$ cat config.mk
export PLATFORM = sky130hd
export DESIGN_NAME = countdown_timer_hms
export DESIGN_NICKNAME = d
export VERILOG_FILES = /design/src/rtl/countdown_timer_hms.sv
export SDC_FILE = /design/constraint.sdc
export NUM_CORES = 1
export LEC_CHECK = 0
export ABC_AREA = 1
export CAP_MARGIN = 20
export CORE_MARGIN = 2
export CORE_UTILIZATION = 50
export CTS_BUF_LIST = sky130_fd_sc_hd__clkbuf_8
export DETAILED_ROUTE_END_ITERATION = 16
export PLACE_DENSITY_LB_ADDON = 0.08
export SETUP_SLACK_MARGIN = 0.5
export SLEW_MARGIN = 30
export SYNTH_ARGS = -nofsm -noshare
export SYNTH_HDL_FRONTEND = slang
export SYNTH_SLANG_ARGS = --single-unit
$ cat constraint.sdc
create_clock -name i_clk -period 2.9 [get_ports i_clk]
set_input_delay 0.58 -clock i_clk [delete_from_list [all_inputs] [get_ports i_clk]]
set_output_delay 0.58 -clock i_clk [all_outputs]
set_load 0.1 [all_outputs]
$ cat src/rtl/countdown_timer_hms.sv
// Purpose : BCD HH:MM:SS countdown timer with validated load, pause/resume and expiry flag.
// Latency : every input is sampled on the rising clock; all outputs update one cycle later.
// Backpressure: none. Each cycle acts on at most one command (clear > load > pause > start > tick).
//
// Ports:
//   i_clk, i_rst_n       clock and asynchronous active-low reset
//   i_tick               one-cycle 1 Hz enable from the prescaler
//   i_load, i_load_time  load request and BCD start time {h_t,h_u,m_t,m_u,s_t,s_u}
//   i_start, i_pause     begin/resume counting and hold counting
//   i_clear              synchronous return to 00:00:00 / IDLE
//   o_time_out           current BCD time, packed the same way as i_load_time
//   o_running            high while counting
//   o_expired            high once the count has reached zero
//   o_done               one-cycle pulse when 00:00:00 is reached
//   o_load_err           one-cycle pulse when a load is rejected
// Optional: define COUNTDOWN_AUTO_RELOAD_EN to restart from the last valid load on expiry.
module countdown_timer_hms #(
    parameter bit H24 = 1'b1
) (
    input  logic        i_clk,
    input  logic        i_rst_n,
    input  logic        i_tick,
    input  logic        i_load,
    input  logic [23:0] i_load_time,
    input  logic        i_start,
    input  logic        i_pause,
    input  logic        i_clear,
    output logic [23:0] o_time_out,
    output logic        o_running,
    output logic        o_expired,
    output logic        o_done,
    output logic        o_load_err
);

    typedef enum logic [1:0] {
        S_IDLE    = 2'd0,
        S_RUN     = 2'd1,
        S_PAUSE   = 2'd2,
        S_EXPIRED = 2'd3
    } state_t;

    state_t      r_state;
    state_t      w_state_nxt;
    logic [23:0] r_time;
    logic [23:0] w_time_nxt;
    logic        r_done;
    logic        w_done_nxt;
    logic        r_load_err;
    logic        w_load_err_nxt;
    logic        r_running;
    logic        r_expired;
    logic        w_load_ok;
    logic [23:0] w_time_dec;

    // Accepts a start time only if it is a legal clock reading.
    function automatic logic time_valid(input logic [23:0] t);
        logic ok;
        ok = 1'b1;
        for (int i = 0; i < 6; i++) begin
            if (t[i*4 +: 4] > 4'd9) ok = 1'b0;
        end
        if (t[7:4] > 4'd5)   ok = 1'b0;   // s_t
        if (t[15:12] > 4'd5) ok = 1'b0;   // m_t
        if (H24) begin
            if (t[23:20] > 4'd2) ok = 1'b0;
            if (t[23:20] == 4'd2 && t[19:16] > 4'd3) ok = 1'b0;
        end
        return ok;
    endfunction

    // One-second decrement with the digit-to-digit borrow chain. The hour
    // tens digit never borrows out because counting never starts at zero.
    function automatic logic [23:0] time_dec(input logic [23:0] t);
        logic [23:0] r;
        logic        b;
        r = t;
        b = 1'b1;
        for (int i = 0; i < 6; i++) begin
            if (b) begin
                if (t[i*4 +: 4] == 4'd0 && i != 5) begin
                    r[i*4 +: 4] = (i == 1 || i == 3) ? 4'd5 : 4'd9;
                    b = 1'b1;
                end else begin
                    r[i*4 +: 4] = t[i*4 +: 4] - 4'd1;
                    b = 1'b0;
                end
            end
        end
        return r;
    endfunction

    assign w_load_ok  = time_valid(i_load_time);
    assign w_time_dec = time_dec(r_time);

`ifdef COUNTDOWN_AUTO_RELOAD_EN
    logic [23:0] r_reload;
    logic [23:0] w_reload_nxt;
`endif

    always_comb begin
        w_state_nxt    = r_state;
        w_time_nxt     = r_time;
        w_done_nxt     = 1'b0;
        w_load_err_nxt = 1'b0;
`ifdef COUNTDOWN_AUTO_RELOAD_EN
        w_reload_nxt   = r_reload;
`endif
        if (i_clear) begin
            w_state_nxt = S_IDLE;
            w_time_nxt  = 24'h0;
`ifdef COUNTDOWN_AUTO_RELOAD_EN
            w_reload_nxt = 24'h0;
`endif
        end else if (i_load) begin
            // A rejected load still owns the cycle: nothing else happens.
            if (w_load_ok) begin
                w_state_nxt = S_IDLE;
                w_time_nxt  = i_load_time;
`ifdef COUNTDOWN_AUTO_RELOAD_EN
                w_reload_nxt = i_load_time;
`endif
            end else begin
                w_load_err_nxt = 1'b1;
            end
        end else if (i_pause) begin
            if (r_state == S_RUN) w_state_nxt = S_PAUSE;
        end else if (i_start) begin
            if ((r_state == S_IDLE && r_time != 24'h0) || r_state == S_PAUSE)
                w_state_nxt = S_RUN;
        end else if (i_tick && r_state == S_RUN) begin
            if (r_time == 24'h000001) begin
                w_done_nxt = 1'b1;
`ifdef COUNTDOWN_AUTO_RELOAD_EN
                if (r_reload != 24'h0) begin
                    w_time_nxt = r_reload;
                end else begin
                    w_time_nxt  = 24'h0;
                    w_state_nxt = S_EXPIRED;
                end
`else
                w_time_nxt  = 24'h0;
                w_state_nxt = S_EXPIRED;
`endif
            end else begin
                w_time_nxt = w_time_dec;
            end
        end
    end

    always_ff @(posedge i_clk or negedge i_rst_n) begin
        if (!i_rst_n) begin
            r_state    <= S_IDLE;
            r_time     <= 24'h0;
            r_done     <= 1'b0;
            r_load_err <= 1'b0;
            r_running  <= 1'b0;
            r_expired  <= 1'b0;
        end else begin
            r_state    <= w_state_nxt;
            r_time     <= w_time_nxt;
            r_done     <= w_done_nxt;
            r_load_err <= w_load_err_nxt;
            r_running  <= (w_state_nxt == S_RUN);
            r_expired  <= (w_state_nxt == S_EXPIRED);
        end
    end

`ifdef COUNTDOWN_AUTO_RELOAD_EN
    always_ff @(posedge i_clk or negedge i_rst_n) begin
        if (!i_rst_n) r_reload <= 24'h0;
        else          r_reload <= w_reload_nxt;
    end
`endif

    assign o_time_out = r_time;
    assign o_running  = r_running;
    assign o_expired  = r_expired;
    assign o_done     = r_done;
    assign o_load_err = r_load_err;

endmodule

==> flow_metrics.tcl, run 1 <==
set metrics [dict create \
    drv_slew 0 \
    synth-compound-area-share_pct 15.1 \
    nNetsFinal 413 \
    required_ps 3090 \
    cts-buffers-inserted 5 \
    period_share_pct 72.9 \
    placedCellCount 416 \
    grt_overflow 0 \
    root_buffer "clkbuf_8" \
    muxShareOfSynthArea_pct 0 \
    die_area_sq_um 4890 \
    syn_to_final_growth_pct 30.4 \
    ys_warn_count 0 \
    vias_per_cell 5.16 \
    drt_iter0_drc 177 \
    hpwl_mm 4.27 \
    die_w_microns 69.9 \
    synthCells 309 \
    syn_area_sq_um 2170 \
    io_pins 59 \
    vias 2188 \
    core_area_sq_um 4090 \
    grt_usage_pct 23.9 \
    drt-pass1-iter-count 4 \
    outcome "complete, no violations" \
    cts.reportedPaths.clkPinSlew_ps 60 \
    clock_sinks 30 \
    antenna_found_initial 0 \
    synth_seq_cells 30 \
    synthAdderAreaFrac_pct 5.18 \
    layout_commonest_cell "nand2_1" \
    setup_violations 0 \
    num_rows 23 \
    synth_top_family_by_area "simple AND/OR/NAND/NOR gates" \
    nFillCells 353 \
    utilization_pct 69.3 \
    worstSetupPathType "flop to flop" \
    fin_skew_ps 8.52 \
    fin_cells 424 \
    wl_per_cell_microns 13.0 \
    portBuffers 58 \
    grt_pass1_vias 2050 \
    syn-num-nets 349 \
    antenna_cells 0 \
    ir_drop_mv 0.414 \
    cts.path.max_buffers 2 \
    rsz0062_at_grt "no" \
    synth-xor-area-share_pct 2.82 \
    drv_cap 0 \
    leakage_uw 0.00144 \
    finalPower_uw 2100 \
    grt_first_pass_wirelength_mm 9.42 \
    avgSynthCellArea_sq_um 7.03 \
    insertion_delay_ps 280 \
    critPathLaunchType "flop" \
    end_kind "flop" \
    gp_congestion 0.901 \
    worst_slew_pin_slew_ps 383 \
    multiInputGateArea_sq_um 1210 \
    worst-endpoint-arrival_ps 2310 \
    hold_class "flop to flop" \
    dp_slack_ps 586 \
    slew_headroom_pct 74.1 \
    initial_core_util_pct 53.2 \
    setup_slack_ps 785 \
    fp.dieH_microns 69.9 \
    cts_tree "built" \
    finalHoldViolations 0 \
    drive_gt1_share_pct 15.2 \
    critPathMaxFanout 12 \
    yosysUniqueCellTypes 30 \
    fmaxAchievable_ghz 0.473 \
    cts_setup_buffers 0 \
    synth_simple_gate_area_share_pct 32.4 \
    setup_tns_ps 0 \
    wirelength_mm 5.50 \
    seq_area_sq_um 751 \
    drc 0 \
    period_minus_slack_ps 2120 \
    final_cell_mix "nand2_1 (86), inv_1 (47), o21ai_0 (39)" \
    htree_levels 2 \
    yosysSeqAreaShare_pct 34.6 \
    grt_max_degree 31 \
    p_per_area_nw_per_um2 740 \
    antenna_left 0 \
]
==> report_power, final <==
part,internal [uW],switching (uW),total (uW)
sequential,490,73.4,563
combinational,307,886,1190
clock,187,153,340
total,984,1110,2100
==> critical path: stages (launching register included) <==
cell and delay, ps:
dfrtp_1 380, inv_1 140, ha_1 190, nand3_1 150
nor2_1 230, nand3_1 210, nand2_2 250, nor2_1 110
nor2_4 200, nand2_1 80, o21ai_0 90
==> path summary, 6_finish.rpt <==
kind	from	to	slack, ps	cells past startpoint
min in group asynchronous	i_rst_n	o_time_out[20]	690	2
worst min-delay path	o_time_out[21]	o_time_out[21]	570	2
worst max register to register	o_time_out[16]	o_time_out[13]	780	10
worst max-delay path	o_time_out[16]	o_time_out[13]	780	10
worst min register to register	o_time_out[21]	o_time_out[21]	570	2
max in group asynchronous	i_rst_n	o_load_err	1920	2
==> flip-flops by register name, indices dropped and copies added (netlist names) <==
name / count
o_done: 1
o_expired: 1
o_load_err: 1
o_running: 1
o_time_out: 24
r_state: 2
==> kinds of logic after synthesis <==
logic type / after synthesis
buffers and inverters: 53
and+or+nand+nor: 150
DFF: 30
AOI/OAI and AO/OA: 60
adders and majority gates: 9
xor gates and xnor gates: 7
==> cell usage after synthesis <==
cell type	count	area, sq um
nor2_8	1	20.0
o21ai_0	39	195
inv_2	2	7.51
nand4_1	5	31.3
nor2_4	4	45.0
nand2_1	87	327
xor2_1	3	26.3
inv_1	46	173
o41ai_1	2	17.5
nor2_2	2	12.5
o21bai_1	1	7.51
o31ai_1	5	37.5
a21oi_1	4	20.0
buf_6	1	11.3
o21ai_1	7	35.0
buf_4	2	15.0
buf_2	2	10.0
dfrtp_1	30	751
xnor2_1	4	35.0
nand2_2	2	12.5
nand2_8	1	20.0
nor3_1	4	20.0
a211oi_1	1	7.51
a21boi_0	1	7.51
ha_1	9	113
nand3_2	3	30.0
nand2_4	1	11.3
or2_4	1	8.76
nand3_1	15	75.1
nor2_1	24	90.1
==> layout make-up <==
| type | count | area share, % |
|---|---|---|
| Timing Repair Buffer | 62 | 19.1 |
| Clock inverter | 2 | 0.309 |
| Tap cell | 50 | 2.21 |
| Clock buffer | 6 | 2.92 |
| Multi-Input combinational cell | 226 | 42.6 |
| Inverter | 48 | 6.36 |
| Sequential cell | 30 | 26.5 |
==> per-layer routing <==
metal	GRT usage, %	wire, microns	up-vias
li1	-	-	1115
met1	33.9	2620	991
met3	5.19	300	8
met5	0	0	-
met4	9.19	91	0
met2	35.8	2490	74
==> repair_timing <==
item,in CTS,in global routing
resized for setup,0,1
endpoints found under the setup margin,0,8
hold buffers,0,0
==> stage by stage <==
stage                     hold WS, ps  instance area, sq um
final                             568                  2830
after global routing              605                  2830
after CTS                         569                  2830
after detailed placement          553                  2740
after global placement            520                  2740
after floorplan                   284                  2170
No activity file was read; power rests on OpenSTA's default activity.
==> run 2, diff against run 1 <==
--- a/config.mk
+++ b/config.mk
@@ -8,7 +8,7 @@
 export ABC_AREA = 1
 export CAP_MARGIN = 20
 export CORE_MARGIN = 2
-export CORE_UTILIZATION = 50
+export CORE_UTILIZATION = 45
 export CTS_BUF_LIST = sky130_fd_sc_hd__clkbuf_8
 export DETAILED_ROUTE_END_ITERATION = 16
 export PLACE_DENSITY_LB_ADDON = 0.08
==> constraint.sdc (replaced) <==
create_clock -name i_clk -period 1.8 [get_ports i_clk]
set_input_delay 0.36 -clock i_clk [delete_from_list [all_inputs] [get_ports i_clk]]
set_output_delay 0.36 -clock i_clk [all_outputs]
set_load 0.1 [all_outputs]
==> flow_metrics.tcl, run 2 (same netlist as run 1, synthesis figures left out) <==
set metrics [dict create \
    core_area_sq_um 4690 \
    crit_top_cell "nand2_1" \
    fin_cells 483 \
    cts_tree "built" \
    gp_congestion 0.904 \
    slowest_stage "dfrtp_4" \
    p_sw_share_pct 48.2 \
    fin_skew_ps 4.96 \
    outcome "complete, no violations" \
    cts.reportedPaths.clkPinSlew_ps 70 \
    vias_per_cell 5.40 \
    period_share_pct 99.0 \
    leakage_uw 0.00187 \
    initial_core_util_pct 46.3 \
    drv_slew 0 \
    pwr-share-seq_pct 22.3 \
    clock_sinks 30 \
    drc 0 \
    root_buffer "clkbuf_8" \
    num_rows 25 \
    drv_cap 0 \
    grt_pass1_vias 2621 \
    reg2reg_setup_slack_ps 20 \
    insertion_delay_ps 280 \
    die_area_sq_um 5400 \
    wirelength_mm 8.06 \
    fmaxAchievable_ghz 0.561 \
    worstPathCellList "inv_4, ha_4, nand3_4, nor2_4, nand3_4, buf_6, nand2_8, inv_4, nand2_1, nand2_1, nand2_1, o21ai_2" \
    portBuffers 58 \
    placedCellCount 443 \
    fp.dieH_microns 73.5 \
    slew_headroom_pct 72.9 \
    io_pins 59 \
    largest_reg_flops 24 \
    die_w_microns 73.5 \
    wl_per_cell_microns 16.7 \
    nNetsFinal 468 \
    hold_class "input port to flop" \
    worst-endpoint-arrival_ps 1950 \
    critPathLaunchType "flop" \
    power.internal_uw 2370 \
    drt_iter0_drc 267 \
    rsz0062_at_grt "yes" \
    layout_commonest_cell "nand2_1" \
    finalHoldViolations 0 \
    worstSetupPathType "flop to flop" \
    end_kind "flop" \
    p_per_area_nw_per_um2 1130 \
    critPathMaxFanout 5 \
    pwr-share-comb_pct 62.8 \
    drive_gt1_share_pct 48.5 \
    antenna_cells 0 \
    cts-buffers-inserted 5 \
    final_cell_mix "nand2_1 (78), buf_4 (39), buf_12 (29)" \
    grt_overflow 0 \
    finalPower_uw 4570 \
    drt-pass1-iter-count 5 \
    switchingPower_uw 2200 \
    nFillCells 242 \
    worst_slew_pin_slew_ps 407 \
    period_minus_slack_ps 1780 \
    dp_slack_ps -173 \
    hpwl_mm 4.88 \
    setup_slack_ps 18.9 \
    cts.path.max_buffers 2 \
    ir_drop_mv 0.809 \
    antenna_found_initial 0 \
    required_ps 1970 \
    setup_violations 0 \
    htree_levels 2 \
    slowest_delay_ps 490 \
    grt_max_degree 31 \
    syn_to_final_growth_pct 86.9 \
    antenna_left 0 \
    grt_usage_pct 29.7 \
    vias 2606 \
    clockPowerShare_pct 14.9 \
    grt_first_pass_wirelength_mm 12.4 \
]
[run 2: metrics by stage]
step	setup TNS [ps]	utilization [%]	instance area (sq um)	hold slack (ps)
floorplan	0	-	2380	64.4
global placement	-2840	73.9	3470	551
detailed placement	-3310	73.9	3470	562
CTS	0	83.7	3930	501
global route	-404	86.5	4060	448
finish	0	86.5	4060	412
[run 2: worst max-delay path: cells and delay by family, from the launching register on]
family,cells,cell delay (ps)
fa+ha+maj,1,150
simple gates,7,710
buf+inv,3,270
flops,1,490
compound gates,1,60
[run 2: cell type report]
type | instances | area (sq um) | area share (%)
repair buffers | 115 | 1320 | 32.6
flip-flops and latches | 30 | 813 | 20.0
well taps | 54 | 67.6 | 1.66
clock inverters | 3 | 40.0 | 0.986
inverters | 48 | 205 | 5.06
multi-input cells | 228 | 1540 | 38.0
clock buffers | 5 | 68.8 | 1.70
[run 2: path summary, 6_finish.rpt]
path                             endpoint            from  cells past startpoint
min reg2reg                o_time_out[23]  o_time_out[23]                      2
max                         o_time_out[3]   o_time_out[4]                     12
min in group asynchronous   o_time_out[8]         i_rst_n                      2
max reg2reg                 o_time_out[3]   o_time_out[4]                     12
max in group asynchronous  o_time_out[12]         i_rst_n                      2
min                         o_time_out[6]  i_load_time[6]                      5
[run 2: power groups by stage]
stage / clock network [uW] / registers (uW) / logic [uW]
6_report: 681 / 1020 / 2870
5_1_grt: 730 / 1030 / 3010
4_1_cts: 683 / 1010 / 2730
3_5_place_dp: 0 / 1030 / 2440
3_3_place_gp: 0 / 1030 / 2400
2_1_floorplan: 0 / 1790 / 798
[run 2: layer usage]
metal	global-route usage [%]	vias up	wire length, microns
met2	49.7	124	4080
li1	-	1236	-
met4	11.5	0	274
met5	0	-	0
met3	3.84	34	511
met1	38.7	1212	3200
[run 2: timing repair]
action | 4_1_cts | 5_1_grt
pin swaps | 40 | 27
gates cloned | 2 | 0
resized for setup | 83 | 54
hold buffers | 0 | 0
endpoints found under the setup margin | 44 | 48
setup buffers | 24 | 6
==> run 3, diff against run 2 <==
--- a/config.mk
+++ b/config.mk
@@ -6,6 +6,7 @@
 export NUM_CORES = 1
 export LEC_CHECK = 0
 export ABC_AREA = 1
+export ABC_CLOCK_PERIOD_IN_PS = 1800
 export CAP_MARGIN = 20
 export CORE_MARGIN = 2
 export CORE_UTILIZATION = 45
==> results of run 3 <==
Final layout, timing and power as in run 2 (identical DEF).
